File: src/rtl/admo_ex_stage.sv
// admo_ex_stage -- two-slot execute stage between decode and writeback.
//
// Slot X holds the operands that feed an external combinational ALU through
// alu_a/alu_b/alu_op; slot W captures the ALU result for the writeback
// handshake. Both slots are valid/ready pipelined. With writeback always
// ready the stage accepts one operation per cycle and the result appears on
// wb_* two cycles after acceptance.
//
// Optional feature macro: ADMO_EX_FWD_EN
//   defined   : id_a/id_b are replaced by the in-flight result of the
//               youngest producer (X slot first, then W slot) whose rd matches
//               id_rs_a/id_rs_b; register address 0 is never forwarded.
//   undefined : id_a/id_b enter X unmodified; id_rs_a/id_rs_b are ignored.
//
// Ports
//   clk, rst              : clock, synchronous active-high reset
//   id_valid / id_ready   : decode handshake
//   id_a, id_b, id_op     : operands and ALU opcode
//   id_rd, id_we          : destination register and writeback enable
//   id_rs_a, id_rs_b      : source addresses of id_a/id_b (forwarding only)
//   alu_a, alu_b, alu_op  : registered X-slot contents driving the ALU
//   alu_res               : combinational ALU result for the X slot
//   wb_valid / wb_ready   : writeback handshake
//   wb_data, wb_rd, wb_we : registered W-slot contents

`ifndef DATA_WIDTH
`define DATA_WIDTH 32
`endif

module admo_ex_stage #(
    parameter int DW = `DATA_WIDTH,
    parameter int RW = 5
) (
    input  logic          clk,
    input  logic          rst,
    input  logic          id_valid,
    output logic          id_ready,
    input  logic [DW-1:0] id_a,
    input  logic [DW-1:0] id_b,
    input  logic [3:0]    id_op,
    input  logic [RW-1:0] id_rd,
    input  logic          id_we,
    input  logic [RW-1:0] id_rs_a,
    input  logic [RW-1:0] id_rs_b,
    output logic [DW-1:0] alu_a,
    output logic [DW-1:0] alu_b,
    output logic [3:0]    alu_op,
    input  logic [DW-1:0] alu_res,
    output logic          wb_valid,
    input  logic          wb_ready,
    output logic [DW-1:0] wb_data,
    output logic [RW-1:0] wb_rd,
    output logic          wb_we
);

    logic          x_valid;
    logic [RW-1:0] x_rd;
    logic          x_we;
    logic          x_advance;
    logic          id_fire;
    logic [DW-1:0] x_a_next;
    logic [DW-1:0] x_b_next;

    // X moves into W when W is empty or is draining in the same cycle.
    assign x_advance = x_valid && (!wb_valid || wb_ready);
    assign id_ready  = !rst && (!x_valid || x_advance);
    assign id_fire   = id_valid && id_ready;

`ifdef ADMO_EX_FWD_EN
    // The X-slot producer is younger than the W-slot one, so it wins.
    always_comb begin
        x_a_next = id_a;
        if (id_rs_a != '0 && x_valid && x_we && x_rd == id_rs_a)
            x_a_next = alu_res;
        else if (id_rs_a != '0 && wb_valid && wb_we && wb_rd == id_rs_a)
            x_a_next = wb_data;
    end

    always_comb begin
        x_b_next = id_b;
        if (id_rs_b != '0 && x_valid && x_we && x_rd == id_rs_b)
            x_b_next = alu_res;
        else if (id_rs_b != '0 && wb_valid && wb_we && wb_rd == id_rs_b)
            x_b_next = wb_data;
    end
`else
    logic unused_rs;

    assign x_a_next  = id_a;
    assign x_b_next  = id_b;
    assign unused_rs = ^{id_rs_a, id_rs_b};
`endif

    always_ff @(posedge clk) begin
        if (rst) begin
            x_valid  <= 1'b0;
            alu_a    <= '0;
            alu_b    <= '0;
            alu_op   <= '0;
            x_rd     <= '0;
            x_we     <= 1'b0;
            wb_valid <= 1'b0;
            wb_data  <= '0;
            wb_rd    <= '0;
            wb_we    <= 1'b0;
        end else begin
            // W slot: load on X->W transfer, otherwise hold; valid clears on drain.
            if (x_advance) begin
                wb_data  <= alu_res;
                wb_rd    <= x_rd;
                wb_we    <= x_we;
                wb_valid <= 1'b1;
            end else if (wb_ready) begin
                wb_valid <= 1'b0;
            end

            // X slot: a new accept overrides the emptying caused by advance.
            if (id_fire) begin
                alu_a   <= x_a_next;
                alu_b   <= x_b_next;
                alu_op  <= id_op;
                x_rd    <= id_rd;
                x_we    <= id_we;
                x_valid <= 1'b1;
            end else if (x_advance) begin
                x_valid <= 1'b0;
            end
        end
    end

endmodule
File: config.mk
export PLATFORM = sky130hd
export DESIGN_NAME = admo_ex_stage
export DESIGN_NICKNAME = d
export VERILOG_FILES = /design/src/rtl/admo_ex_stage.sv
export SDC_FILE = /design/constraint.sdc
export NUM_CORES = 1
export LEC_CHECK = 0
export ABC_AREA = 1
export CORE_MARGIN = 2
export CORE_UTILIZATION = 25
export CTS_CLUSTER_SIZE = 14
export DETAILED_ROUTE_END_ITERATION = 8
export PLACE_DENSITY_LB_ADDON = 0.2
export SLEW_MARGIN = 5
export SYNTH_ARGS = -nofsm -noshare
export SYNTH_HDL_FRONTEND = slang
export SYNTH_SLANG_ARGS = --single-unit
File: constraint.sdc
create_clock -name clk -period 3.15 [get_ports clk]
set_input_delay 0.7875 -clock clk [delete_from_list [all_inputs] [get_ports clk]]
set_output_delay 0.7875 -clock clk [all_outputs]
set_load 0.05 [all_outputs]
==> results of run 1 <==
placed cells by master (no fill, tap or decap), drive strengths merged:
cell type,count
diode,3
clkinv,5
clkbuf,19
clkdlybuf4s50,214
inv,112
nor2,150
buf,16
bufinv,5
nand3,40
a21oi,3
nand4,74
dfxtp,114
clkinvlp,2
nand2,188
Yosys cell counts:
| library cell | count | area, um2 |
|---|---|---|
| nand2_1 | 188 | 705.7 |
| nor2_1 | 150 | 563.0 |
| dfxtp_1 | 114 | 2282 |
| inv_1 | 109 | 409.1 |
| nand4_1 | 74 | 462.9 |
| nand3_1 | 40 | 200.2 |
| buf_2 | 28 | 140.1 |
| clkbuf_1 | 18 | 67.56 |
| buf_4 | 8 | 60.06 |
| buf_1 | 3 | 11.26 |
| a21oi_1 | 2 | 10.01 |
| inv_2 | 2 | 7.510 |
| a21oi_2 | 1 | 8.760 |
critical path, stage by stage:
cell	delay (ns)
clkdlybuf4s50_1	0.40
inv_1	0.14
nand3_4	0.23
nand2_1	0.13
inv_1	0.05
buf_4	0.18
layer usage:
metal  GRT usage  vias up
met3     0.07351       17
met2      0.2430      155
met5           0        -
li1            -     2648
met1      0.1765     2162
met4     0.05774        0
area by class of cell:
class                      count  area (um2)
fill                        2094       11460
sequential                   114        2282
multi-input combinational    455        1976
timing repair buffer         230        2270
antenna                        3       7.507
inverter                     111       419.2
clock inverter                13       206.4
clock buffer                  19       442.9
tap                          265       331.6
flip-flops by register name, indices dropped and copies added, names as in the netlist:
signal    cells
alu_a        32
alu_b        32
alu_op        4
wb_data      32
wb_rd         5
wb_valid      1
wb_we         1
x_rd          5
x_valid       1
x_we          1
final timing paths:
check | startpoint | end | slack (ns) | cells after the start
hold / removal | wb_data[25]$_SDFFE_PP0P_ | wb_data[25]$_SDFFE_PP0P_ | 0.46 | 2
setup / recovery | wb_ready | id_ready | 0.44 | 6
setup reg to reg | wb_valid$_SDFFE_PP0P_ | alu_a[17]$_SDFFE_PP0P_ | 1.45 | 6
hold reg to reg | wb_data[25]$_SDFFE_PP0P_ | wb_data[25]$_SDFFE_PP0P_ | 0.46 | 2
power by group:
part / internal, mW / switching, mW
registers: 1.55 / 0.0504
clock network: 1.42 / 0.706
logic: 0.374 / 0.621
kinds of logic after synthesis:
group | count (synthesis) | synth area share
simple gates | 452 | 0.3920
buf+inv | 168 | 0.1412
flops | 114 | 0.4631
compound gates | 3 | 0.003808
==> flow_summary_export.csv, run 1 <==
group,metric,value,unit
outcome,outcome,"complete, no violations",
route,vias,4982,
grt,grt.total_usage,0.1522,
route,route.detailed.drc,0,
pwr,total_power,4.727,mW
sta,hold_viol_final,0,
final_layout,areaGrowthSynthToFinish,61.01,%
final_layout,finish.instance_area,0.007935,mm2
setup_path,setup.worst_path.start_class,"input port",
sta,tns,0,ns
route,drt_wl_total,15630,um
sta,fin_crit,2.713,ns
final_layout,nets,1049,
die,io_pins,228,
route,wirelength_met1,6991,um
grt,grt_pass1_vias,4879,
die,die_area,0.02085,mm2
setup_path,crit_fanout,18,
placed_design,placed_area,0.007278,mm2
route,highest_layer,"met4",
sta,max_freq,0.3685,GHz
placed_design,dp_cells,1175,
synth,ys_warn_count,0,
setup_path,cp.arrival,1.93,ns
grt,antenna_found_initial,2,
route,drtIter0Drc,133,
job,cap_violations,0,
synth,syn_nets,857,
synth,syn_area_per_cell,6.687,um2
placed_design,dpl.hpwl,9722,um
grt,grt_max_degree,77,
synth,syn_inst,737,
placed_design,numPortBuffers,217,
clock_tree,clock-sinks,114,
die,core-area,0.01940,mm2
clock_tree,htreeDepth,4,
final_layout,stdcell_count,1210,
clock_tree,cts_root_buffer,"clkbuf_16",
clock_tree,hold_buffers,0,
die,fp.dieH,144.4,um
hold_path,hp-class,"register to register",
sta,whs,0.4632,ns
sta,final-max-slew-violation-count,0,
route,ant_nets,0,
pwr,powerDensity,595.7,mW/mm2
clock_tree,clockBufferDepth,2,
grt,grt.overflow.total,0,
sta,tightest_slew,0.8678,ns
setup_path,required,2.36,ns
placed_design,finalWeightedCongestion,0.7110,
die,start_util,0.2541,
clock_tree,clk_pin_slew,0.06,ns
route,firstDrtPassIters,4,
sta,relSlewSlack,0.4215,
synth,synth.ff_latch_count,114,
clock_tree,cts_tree,"yes",
clock_tree,post-cts-setup-buffers,0,
sta,fin_crit_sh,0.8614,
die,num_rows,51,
route,avgViaCountPerCell,4.117,
final_layout,post-route-util,0.4091,
setup_path,end_kind,"output pin",
synth,syn-cell-area,0.004928,mm2
synth,ys_types,13,
die,dieWidth,144.4,um
pwr,peakVddDrop,0.0003775,V
clock_tree,cts_resized,0,
final_layout,drive_above_1_share,0.05520,
setup_path,crit_type,"input port to output pin",
route,met2WireLength,6849,um
sta,fin_ws,0.4367,ns
clock_tree,clk-insertion-delay-late,0.41,ns
sta,setup_viol,0,
pwr,p_leak,3.572,nW
clock_tree,numCtsBuffers,17,
route,post_drt_wl_per_cell,12.92,um
sta,fin_worst_skew,0.009610,ns
synth,synth_seq_area_share,0.4631,
grt,grt_pass1_wl,24710,um
placed_design,pre_cts_ws,0.4211,ns
route,wl_met3,1494,um
sta,rsz0062_at_grt,"no",
No activity file was read; power rests on OpenSTA's default activity.
==> run 2: changes to the inputs <==
--- a/config.mk
+++ b/config.mk
@@ -5,7 +5,6 @@
 export SDC_FILE = /design/constraint.sdc
 export NUM_CORES = 1
 export LEC_CHECK = 0
-export ABC_AREA = 1
 export CORE_MARGIN = 2
 export CORE_UTILIZATION = 25
 export CTS_CLUSTER_SIZE = 14
==> run 2 against run 1 <==
Die area decreased by 4.0%. Area after synthesis down 4.1%. Maximum frequency increased by 8.1%. Synthesized cell count is 43% lower. Wire length fell by 18%. Sequential cell count unchanged. Worst setup slack better by 0.20 ns. Highest routed layer is now met5. Largest power group unchanged.
==> flow_summary_export.csv, run 2 <==
group,metric,value,unit
outcome,outcome,"complete, no violations",
synth,syn-cell-area,0.004727,mm2
hold_path,hold_depth,2,
placed_design,dp_cells,843,
pwr,p_int,3.424,mW
sta,setup_viol,0,
setup_path,r2r-start,"x_valid$_SDFFE_PP0P_",
route,firstDrtPassIters,4,
synth,ys_top_cells_by_count,"dfxtp_1, nor2b_1, mux2_4",
die,dieWidth,141.5,um
grt,grt_pass1_vias,4018,
pwr,sequentialPowerShare,0.342,
clock_tree,clk_pin_slew,0.05,ns
die,io_pins,228,
die,start_util,0.2536,
grt,grt.overflow.total,0,
synth,ys_types,18,
grt,antenna_found_initial,1,
final_layout,areaGrowthSynthToFinish,62.04,%
pwr,pwr-share-comb,0.198,
route,drtIter0Drc,121,
sta,fin_crit_sh,0.7966,
placed_design,numPortBuffers,217,
placed_design,finalWeightedCongestion,0.7479,
route,drt_wl_total,12790,um
sta,rsz0062_at_grt,"no",
synth,synth_top_family_by_area,"multiplexers",
synth,synth_compound_area_frac,0.08364,
final_layout,antenna_cells,0,
hold_path,min_from,"x_rd[4]$_SDFFE_PP0P_",
synth,async_flop_share,0,
sta,hold_viol_final,0,
hold_path,hp-class,"register to register",
synth,syn_nets,541,
synth,ys.flop_type,"dfxtp_1",
setup_path,crit_type,"input port to output pin",
clock_tree,hold_buffers,0,
clock_tree,cts_root_buffer,"clkbuf_16",
final_layout,reg_top3,"alu_a x32, alu_b x32, wb_data x32",
clock_tree,numCtsBuffers,17,
final_layout,stdcell_count,875,
synth,synth_top_area_frac,0.4828,
synth,synth.most_common_cell,"dfxtp_1",
route,ant_nets,0,
synth,yosys.area_share.simple,0.1501,
placed_design,dpl.hpwl,8692,um
clock_tree,htreeDepth,4,
synth,ys_warn_count,0,
placed_design,placed_area,0.007005,mm2
grt,grt_pass1_wl,20600,um
synth,yosys.area.top_type,"dfxtp_1",
clock_tree,post-cts-setup-buffers,0,
synth,syn_inst,421,
final_layout,nets,748,
pwr,netSwitchingPower,1.223,mW
synth,synth_mux_area_frac,0.2239,
pwr,p_clk_frac,0.461,
setup_path,r2r.worst_path.cells,4,
clock_tree,clk-insertion-delay-late,0.41,ns
synth,synth_area_leaders,"dfxtp_1, mux2_4, nor2b_1, a21oi_1, nand3_1",
setup_path,r2r-end,"wb_data[10]$_SDFFE_PP0P_",
final_layout,finish.instance_area,0.007660,mm2
sta,fin_crit,2.509,ns
pwr,powerDensity,606.7,mW/mm2
setup_path,setup.worst_path.start_class,"input port",
synth,syn_area_per_cell,11.23,um2
final_layout,drive_above_1_share,0.1591,
clock_tree,clock-sinks,114,
setup_path,end_kind,"output pin",
final_layout,final_cell_mix,"clkdlybuf4s50_1, dfxtp_1, nor2b_1, mux2_4, a21oi_1",
synth,synth-xor-area-share,0,
pwr,peakVddDrop,0.0003600,V
setup_path,required,2.36,ns
grt,grt.total_usage,0.1309,
synth,synth_seq_area_share,0.4828,
sta,tightest_slew,0.7422,ns
setup_path,cp.arrival,1.72,ns
final_layout,regArea,0.002282,mm2
sta,final-max-slew-violation-count,0,
route,avgViaCountPerCell,4.341,
synth,synth_enable_flop_cells,0,
die,die_area,0.02002,mm2
final_layout,multi_input_area,0.002166,mm2
final_layout,fillers,1789,
route,post_drt_wl_per_cell,14.62,um
die,core-area,0.01864,mm2
clock_tree,clockBufferDepth,2,
grt,grt_max_degree,72,
die,fp.dieH,141.5,um
sta,fin_worst_skew,0.007323,ns
setup_path,r2r_slack,1.47,ns
sta,max_freq,0.3985,GHz
clock_tree,cts_tree,"yes",
final_layout,mostFrequentLayoutCell,"clkdlybuf4s50_1",
job,cap_violations,0,
sta,relSlewSlack,0.5052,
pwr,total_power,4.648,mW
hold_path,whs_endpoint,"wb_rd[4]$_SDFFE_PP0P_",
synth,synth.ff_latch_count,114,
die,num_rows,50,
route,route.detailed.drc,0,
pwr,swShare,0.2632,
sta,tns,0,ns
route,vias,3798,
clock_tree,cts_resized,0,
synth,yosys.area_share.adder,0,
setup_path,crit_fanout,3,
final_layout,post-route-util,0.4109,
pwr,p_leak,3.089,nW
run 2: cell types whose count changed in the layout (fill, tap and decap cells not counted), sizes merged, moves of 65 or more:
cell	previous run	this run
nand2	188	0
nor2	150	0
nand4	74	0
nor2b	0	65
mux2	0	74
inv	112	2
run 2: worst max-delay path by stage:
stage | start | endpoint | depth (start not counted)
after floorplan | rst | id_ready | 4
after global placement | wb_ready | alu_a[25]$_SDFFE_PP0P_ | 5
after detailed placement | wb_ready | alu_a[23]$_SDFFE_PP0P_ | 5
after CTS | wb_ready | id_ready | 4
after global routing | wb_ready | id_ready | 4
final | wb_ready | id_ready | 4
run 2: per-layer routing:
layer / vias to the layer above / share of wire / GRT usage
met5: - / 0.0010 / 0
met4: 2 / 0.019 / 0.05526
met3: 20 / 0.11 / 0.06480
met2: 168 / 0.45 / 0.2075
met1: 1756 / 0.42 / 0.1500
li1: 1852 / - / -
run 2: final cells by class:
cell class,count,share of cell area
multi-input cells,269,0.2828
inverters,2,0.0009801
well taps,234,0.03822
flip-flops and latches,114,0.2979
clock buffers,23,0.06240
repair buffers,224,0.2947
clock inverters,9,0.02303
run 2: cells by family after synthesis:
kind of cell | Yosys count
buf+inv | 38
flops | 114
simple gates | 116
compound gates | 79
mux | 74
run 2: power groups by stage:
stage	logic, mW	registers [mW]	clock network (mW)
CTS	0.930	1.59	2.20
floorplan	0.262	1.93	0
global route	0.964	1.60	2.27
detailed placement	0.926	1.62	0
global placement	0.918	1.61	0
finish	0.919	1.59	2.14
run 2: critical path: stages:
cell and delay [ns]:
clkdlybuf4s50_1 0.51, nor2b_2 0.06, a21oi_1 0.14, buf_4 0.22
run 2: stage by stage:
step                hold WS, ns  setup WS [ns]
finish                   0.4624         0.6406
global route             0.4790         0.6043
CTS                      0.4644         0.6261
detailed placement       0.4565         0.5610
global placement         0.4526         0.6058
floorplan                0.4392         0.3431
==> run 3: changes to the inputs <==
==> constraint.sdc (replaced) <==
create_clock -name clk -period 2 [get_ports clk]
set_input_delay 0.5 -clock clk [delete_from_list [all_inputs] [get_ports clk]]
set_output_delay 0.5 -clock clk [all_outputs]
set_load 0.05 [all_outputs]
==> run 3 against run 2 <==
Die area is the same. Clock skew fell by 0.0040 ns. Global-route usage grew 0.35 points. Via count down 0.16%. Core utilization shrank 1.1 points. Register-to-register slack worse by 0.86 ns. Wire length increased by 3.1%. Count of clock-buffer cells in the layout grew 1. Sequential power up 57%. Largest power group unchanged.
==> flow_summary_export.csv, run 3 (synthesis gave the netlist of run 2 again) <==
group,metric,value,unit
outcome,outcome,"complete, no violations",
route,firstDrtPassIters,4,
placed_design,dpl.hpwl,9233,um
sta,tightest_slew,0.6537,ns
sta,fin_ws,0.04606,ns
route,vias,3792,
setup_path,r2r-start,"x_valid$_SDFFE_PP0P_",
setup_path,end_kind,"output pin",
grt,grt_pass1_vias,4082,
placed_design,dp_cells,851,
clock_tree,post-cts-setup-buffers,0,
pwr,powerDensity,903.3,mW/mm2
sta,hold_viol_final,0,
hold_path,hold_depth,2,
pwr,peakVddDrop,0.0005426,V
job,cap_violations,0,
sta,setup_viol,0,
clock_tree,clock-sinks,114,
grt,grt_max_degree,63,
setup_path,required,1.50,ns
route,drtIter0Drc,86,
grt,antenna_found_initial,0,
sta,fin_crit_sh,0.9770,
clock_tree,hold_buffers,0,
setup_path,r2r-end,"wb_data[4]$_SDFFE_PP0P_",
final_layout,fillers,1829,
route,ant_nets,0,
die,start_util,0.2536,
final_layout,regArea,0.002282,mm2
setup_path,r2r.worst_path.cells,4,
setup_path,setup.worst_path.start_class,"input port",
grt,grt.overflow.total,0,
clock_tree,cts_tree,"yes",
pwr,p_leak,3.424,nW
die,dieWidth,141.5,um
placed_design,placed_area,0.006994,mm2
placed_design,pre_cts_ws,-0.08114,ns
grt,grt_pass1_wl,21180,um
grt,grt.total_usage,0.1343,
sta,relSlewSlack,0.5636,
sta,fin_crit,1.954,ns
setup_path,r2r_slack,0.61,ns
setup_path,crit_type,"input port to output pin",
clock_tree,htreeDepth,4,
final_layout,post-route-util,0.3999,
clock_tree,clockBufferDepth,2,
setup_path,cp.arrival,1.45,ns
die,die_area,0.02002,mm2
sta,rsz0062_at_grt,"no",
route,post_drt_wl_per_cell,14.97,um
die,io_pins,228,
final_layout,areaGrowthSynthToFinish,57.70,%
clock_tree,clk-insertion-delay-late,0.40,ns
placed_design,finalWeightedCongestion,0.6991,
final_layout,stdcell_count,881,
final_layout,mostFrequentLayoutCell,"dfxtp_1",
clock_tree,clk_pin_slew,0.05,ns
hold_path,whs_endpoint,"wb_we$_SDFFE_PP0P_",
final_layout,antenna_cells,0,
die,fp.dieH,141.5,um
final_layout,reg_top3,"alu_a x32, alu_b x32, wb_data x32",
final_layout,nets,756,
sta,final-max-slew-violation-count,0,
final_layout,drive_above_1_share,0.2226,
die,core-area,0.01864,mm2
final_layout,multi_input_area,0.002170,mm2
die,num_rows,50,
setup_path,crit_fanout,2,
hold_path,hp-class,"register to register",
route,drt_wl_total,13190,um
placed_design,numPortBuffers,217,
sta,fin_worst_skew,0.003349,ns
route,route.detailed.drc,0,
clock_tree,numCtsBuffers,17,
clock_tree,cts_root_buffer,"clkbuf_16",
final_layout,final_cell_mix,"dfxtp_1, clkdlybuf4s50_1, dlygate4sd2_1, nor2b_1, mux2_4",
final_layout,finish.instance_area,0.007455,mm2
hold_path,min_from,"x_we$_SDFFE_PP0P_",
sta,max_freq,0.5118,GHz
route,avgViaCountPerCell,4.304,
## run 3: cell count changes in the layout (fill, tap and decap cells not counted), moves of 3 or more
cell,change
buf_4,+41
bufinv_16,-4
clkdlybuf4s50_1,-107
dlygate4sd2_1,+72
clkinv_2,+3
## run 3: cell type report
cell class | instances | share of cell area
sequential | 114 | 0.3061
multi-input combinational | 269 | 0.2910
timing repair buffer | 232 | 0.2892
clock buffer | 24 | 0.06596
tap | 234 | 0.03927
clock inverter | 6 | 0.007385
inverter | 2 | 0.001007
## run 3: layer usage
metal  wire length [um]  part of all wire  up-vias  GRT usage
li1                   -                 -     1866          -
met1               5749              0.44     1756     0.1576
met2               5952              0.45      159     0.2154
met3               1331              0.10       11    0.06547
met4                153             0.012        0    0.04421
met5                  0                 0        -          0
## run 3: repair_timing
item / CTS / global route
endpoints found under the hold margin: 0 / 0
resized for setup: 72 / 1
setup endpoints to repair: 72 / 1
pin swaps: 0 / 1
## run 3: critical path: stages
cell and delay [ns]:
clkdlybuf4s50_1 0.47, buf_4 0.11, nor2b_2 0.04, a21oi_2 0.15, buf_6 0.18
## run 3: report_power, final
group / leakage (nW) / switching (mW) / internal [mW] / total [mW]
clock network: 0.275 / 1.03 / 1.81 / 2.85
logic: 2.21 / 0.797 / 0.588 / 1.39
registers: 0.940 / 0.0715 / 2.43 / 2.50
## run 3: metrics by stage
stage	power (mW)	hold slack (ns)	TNS (ns)
5_1_grt	7.009	0.4908	0
3_3_place_gp	3.993	0.4530	-3.256
4_1_cts	6.836	0.4684	0
6_report	6.734	0.4642	0
3_5_place_dp	4.010	0.4587	-3.201
2_1_floorplan	3.454	0.4392	0
## run 3: how the worst max path moves through the flow
stage,cells past startpoint,endpoint,slack (ns),startpoint
after global placement,5,alu_a[28]$_SDFFE_PP0P_,-0.07,wb_ready
final,5,id_ready,0.05,wb_ready
after floorplan,3,id_ready,0.04,wb_valid$_SDFFE_PP0P_
after CTS,5,id_ready,0.01,wb_ready
after global routing,5,id_ready,0.01,wb_ready
after detailed placement,5,alu_a[29]$_SDFFE_PP0P_,-0.08,wb_ready
==> edit 1, RTL diff (config.mk and constraints of run 3) <==
Set the parameter `RW` to 10 (it was 5).
--- a/src/rtl/admo_ex_stage.sv
+++ b/src/rtl/admo_ex_stage.sv
@@ -31,3 +31,3 @@
     parameter int DW = `DATA_WIDTH,
-    parameter int RW = 5
+    parameter int RW = 10
 ) (
Ports: changed (resized id_rd, id_rs_a, id_rs_b and wb_rd); port bits go from 228 to 248. The function was not compared with the original's and may differ.
==> edit 1 against run 3 <==
  * Sequential cell count increased by 10
  * Sequential share of layout area increased by 1.5 points
  * Die area increased by 1.8%
  * Synthesized cell count increased by 9.3%
  * Total power increased by 3.4%
  * Count of clock-buffer cells in the layout decreased by 4
  * Setup slack improved by 4.3 ps
  * Final cell count increased by 7.7%
  * Worst hold slack got worse by 67 ps
  * Synthesized area increased by 1.9%
  * Cell area increased by 3.7%
  * Wire length increased by 4.8%
==> edit 1: results (changes against run 3) <==
GPL Wtd Cong - 0.731 (+4.6%)
Sequential fraction of the synthesis area - 0.515 (+0.0327)
Clock skew - 10.5 ps (+7.20 ps)
Leak pwr - 3.36 nW (-2.0%)
Number of fillers in the final layout - 1877 (+2.6%)
Global Route Usage Sum - 0.138 (+0.00340)
Hold Path Origin - rst
Reg2reg end - alu_b[5]$_SDFFE_PP0P_
I/O Buffers - 227 (+4.6%)
Post-DP HPWL - 9560 um (+3.6%)
Synth top cells by count - dfxtp_1, nor2b_1, mux2_2
WL met3 - 1270 um (-4.5%)
Flop-to-flop setup slack - 500 ps (-110 ps)
Final net count - 812 (+7.4%)
Vias in the first global route - 4223 (+3.5%)
Cts repair resizes - 76 (+5.6%)
Met1 wire length - 5620 um (-2.2%)
Status - finished clean
Share of cells above drive strength 1 - 0.237 (+0.0140)
Distinct cells, synth - 15 (-3)
Metal2 WL - 6740 um (+13%)
Worst slew margin - 0.651 (+0.0878)
Post-Syn Nets - 595 (+10%)
Max VDD drop - 0.000547 V (+0.81%)
Largest net degree at the start of global routing - 94 (+49%)
Wire per inst - 14.6 um (-2.7%)
DRT iter0 DRCs - 83 (-3.5%)
DR vias - 4045 (+6.7%)
[edit 1: logic make-up (layout without fill, tap and decap cells)]
group,after synthesis,in the layout,synth area share
multiplexers,79,79,0.193
AO/OA/AOI/OAI,89,89,0.0925
flip-flops,124,124,0.515
AND/OR/NAND/NOR,126,126,0.158
buffers and inverters,42,271,0.0410
[edit 1: final cells by class]
class	count	area share
Timing Repair Buffer	238	0.286
Clock buffer	20	0.0591
Tap cell	260	0.0421
Sequential cell	124	0.321
Inverter	2	0.000971
Multi-Input combinational cell	294	0.278
Clock inverter	11	0.0125
[edit 1: how the worst max path moves through the flow]
stage                         from                    end  slack, ps  cells past startpoint
final                     wb_ready               id_ready         50                      4
after global routing      wb_ready               id_ready         20                      4
after floorplan                rst               id_ready          3                      5
after CTS                 wb_ready               id_ready         40                      4
after global placement    wb_ready  alu_a[7]$_SDFFE_PP0P_        -20                      5
after detailed placement  wb_ready  alu_b[5]$_SDFFE_PP0P_        -30                      5
[edit 1: where the power goes]
| part | switching (mW) | leakage (nW) | total (mW) | internal [mW] |
|---|---|---|---|---|
| Combinational | 0.805 | 2.07 | 1.37 | 0.563 |
| Clock | 1.12 | 0.260 | 2.88 | 1.76 |
| Sequential | 0.0763 | 1.02 | 2.72 | 2.64 |
[edit 1: per-layer routing]
| layer | up-vias | global-route usage |
|---|---|---|
| li1 | 2011 | - |
| met1 | 1871 | 0.149 |
| met2 | 151 | 0.242 |
| met3 | 12 | 0.0570 |
| met4 | 0 | 0.0485 |
| met5 | - | 0 |
[edit 1: worst reg2reg max path, stage by stage, from the launching register on]
cell	delay [ps]
dfxtp_2	510
nand3b_4	120
nand3b_4	150
buf_12	220
mux2_2	380
[edit 1: metrics by stage]
step	cells	TNS, ps	util
floorplan	460	0	-
global placement	918	-705	0.386
detailed placement	918	-771	0.386
CTS	949	0	0.411
global route	949	0	0.411
finish	949	0	0.411
==> edit 2, RTL diff (flow settings as in run 3) <==
Without the edit above. Make the reset (`rst`) asynchronous in one clocked block. Comments in the files are not updated.
--- a/src/rtl/admo_ex_stage.sv
+++ b/src/rtl/admo_ex_stage.sv
@@ -93,3 +93,3 @@
 
-    always_ff @(posedge clk) begin
+    always_ff @(posedge clk or posedge rst) begin
         if (rst) begin
Check against the original RTL: differs if rst is asserted again (counterexample within 4 cycles, from zero or initial values and one cycle with rst high); with rst held inactive, the same outputs for 10 cycles.
==> edit 2 against run 3 <==
  * Wire length fell by 17%
  * Fmax rose by 6.4%
  * Sequential share of layout area rose by 7.2 points
  * Register-to-register slack got worse by 190 ps
  * Via count fell by 23%
  * Sequential cell count did not move
  * Synthesized area fell by 3.3%
  * Highest routed layer unchanged
  * Largest cell class unchanged
  * Setup slack improved by 120 ps
  * Cell area rose by 1.1%
  * Global-route usage fell by 1.9 points
Power is not compared: it rests on default switching activity, and its combinational part moved more than twofold at a synthesized area within 25%.
==> edit 2: results (changes against run 3) <==
Layout Cells excl Fill - 729 (-17%)
Largest net degree at the start of global routing - 73 (+16%)
Wire per inst - 15.0 um (about the same)
Vias in the first global route - 3269 (-20%)
Multi-input logic portion of the cell area - 0.206 (-0.0854)
Synth top cells by count - dfrtp_1, mux2_4, mux2_2
Synth Instances - 247 (-41%)
Synth Area in Compound Gates - 0 (-0.0836)
Hold Path Origin - wb_ready
Ranking of synthesized cells by area - dfrtp_1, mux2_4, mux2_2
Reg area - 0.00285 mm2 (+25%)
CP arrival - 1340 ps (-110 ps)
Synth Flop Type - dfrtp_1
Pre-CTS setup slack - -127 ps (-45.8 ps)
Post-DP HPWL - 7890 um (-15%)
Worst slew margin - 0.663 (+0.0994)
Inst Count DP - 698 (-18%)
Clock buffer cells - 26 (+8.3%)
Total Power - 9.20 mW
Num sequential - 114 (unchanged)
Sequential fraction of the synthesis area - 0.624 (+0.141)
Clock skew - 8.30 ps (+4.95 ps)
Multi-input comb cells - 120 (-55%)
Clk Latency, worst-skew pair - 400 ps (about the same)
I/O Buffers - 217 (unchanged)
Clock network area share - 0.0795 (+0.00616)
Post-Syn Nets - 367 (-32%)
DRT iter0 DRCs - 61 (-29%)
Worst Hold Class - input pin to flop
Share of cells above drive strength 1 - 0.458 (+0.235)
Synth Area in Adders - 0 (unchanged)
Distinct cells, synth - 12 (-6)
GPL Wtd Cong - 0.675 (-3.5%)
Status - finished clean
Number of fillers in the final layout - 1670 (-8.7%)
Final net count - 609 (-19%)
Mux cell area share after synthesis - 0.325 (+0.101)
Post-DP Area - 0.00698 mm2 (-0.25%)
Multi-input gate area - 0.00155 mm2 (-29%)
Delay-heaviest family, CP - simple AND/OR/NAND/NOR gates
CP Launch Point - wb_valid$_DFFE_PP0P_
Global Route Usage Sum - 0.115 (-0.0190)
Plain + repair buffers - 235 (+1.3%)
Slowest stage delay, CP - 390 ps (-80 ps)
Global-route wire length before repair - 17500 um (-17%)
Final-layout non-clock buffer area share - 0.297 (+0.00824)
Async SR Flop Fraction - 1.00 (+1.00)
Slowest CP cell - dfrtp_1
Inverters - 1 (-1)
Reg2reg start - wb_valid$_DFFE_PP0P_
Via density - 3.99 (-7.2%)
## edit 2: worst paths after layout
check | endpoint | slack [ps] | depth (start not counted)
worst min-delay path | wb_valid$_DFFE_PP0P_ | 420 | 3
worst min register to register | wb_rd[3]$_DFFE_PP0P_ | 500 | 1
worst max register to register | alu_b[28]$_DFFE_PP0P_ | 420 | 5
worst max-delay path | id_ready | 160 | 3
min in group asynchronous | wb_valid$_DFFE_PP0P_ | 640 | 4
max in group asynchronous | alu_b[27]$_DFFE_PP0P_ | 980 | 4
## edit 2: timing repair
action | in CTS | in global routing
endpoints found under the setup margin | 43 | 1
gates resized for setup | 43 | 1
pin swaps | 0 | 2
setup buffers | 0 | 2
## edit 2: layer usage
layer  up-vias  wire length (um)  track usage
li1       1346                 -            -
met1      1423              4770        0.142
met2       134              5060        0.175
met3         8               980       0.0595
met4         0               111       0.0383
met5         -                 0            0
## edit 2: cell families after synthesis
family	count (synthesis)
multiplexers	112
buffers and inverters	13
AND/OR/NAND/NOR	8
flip-flops	114
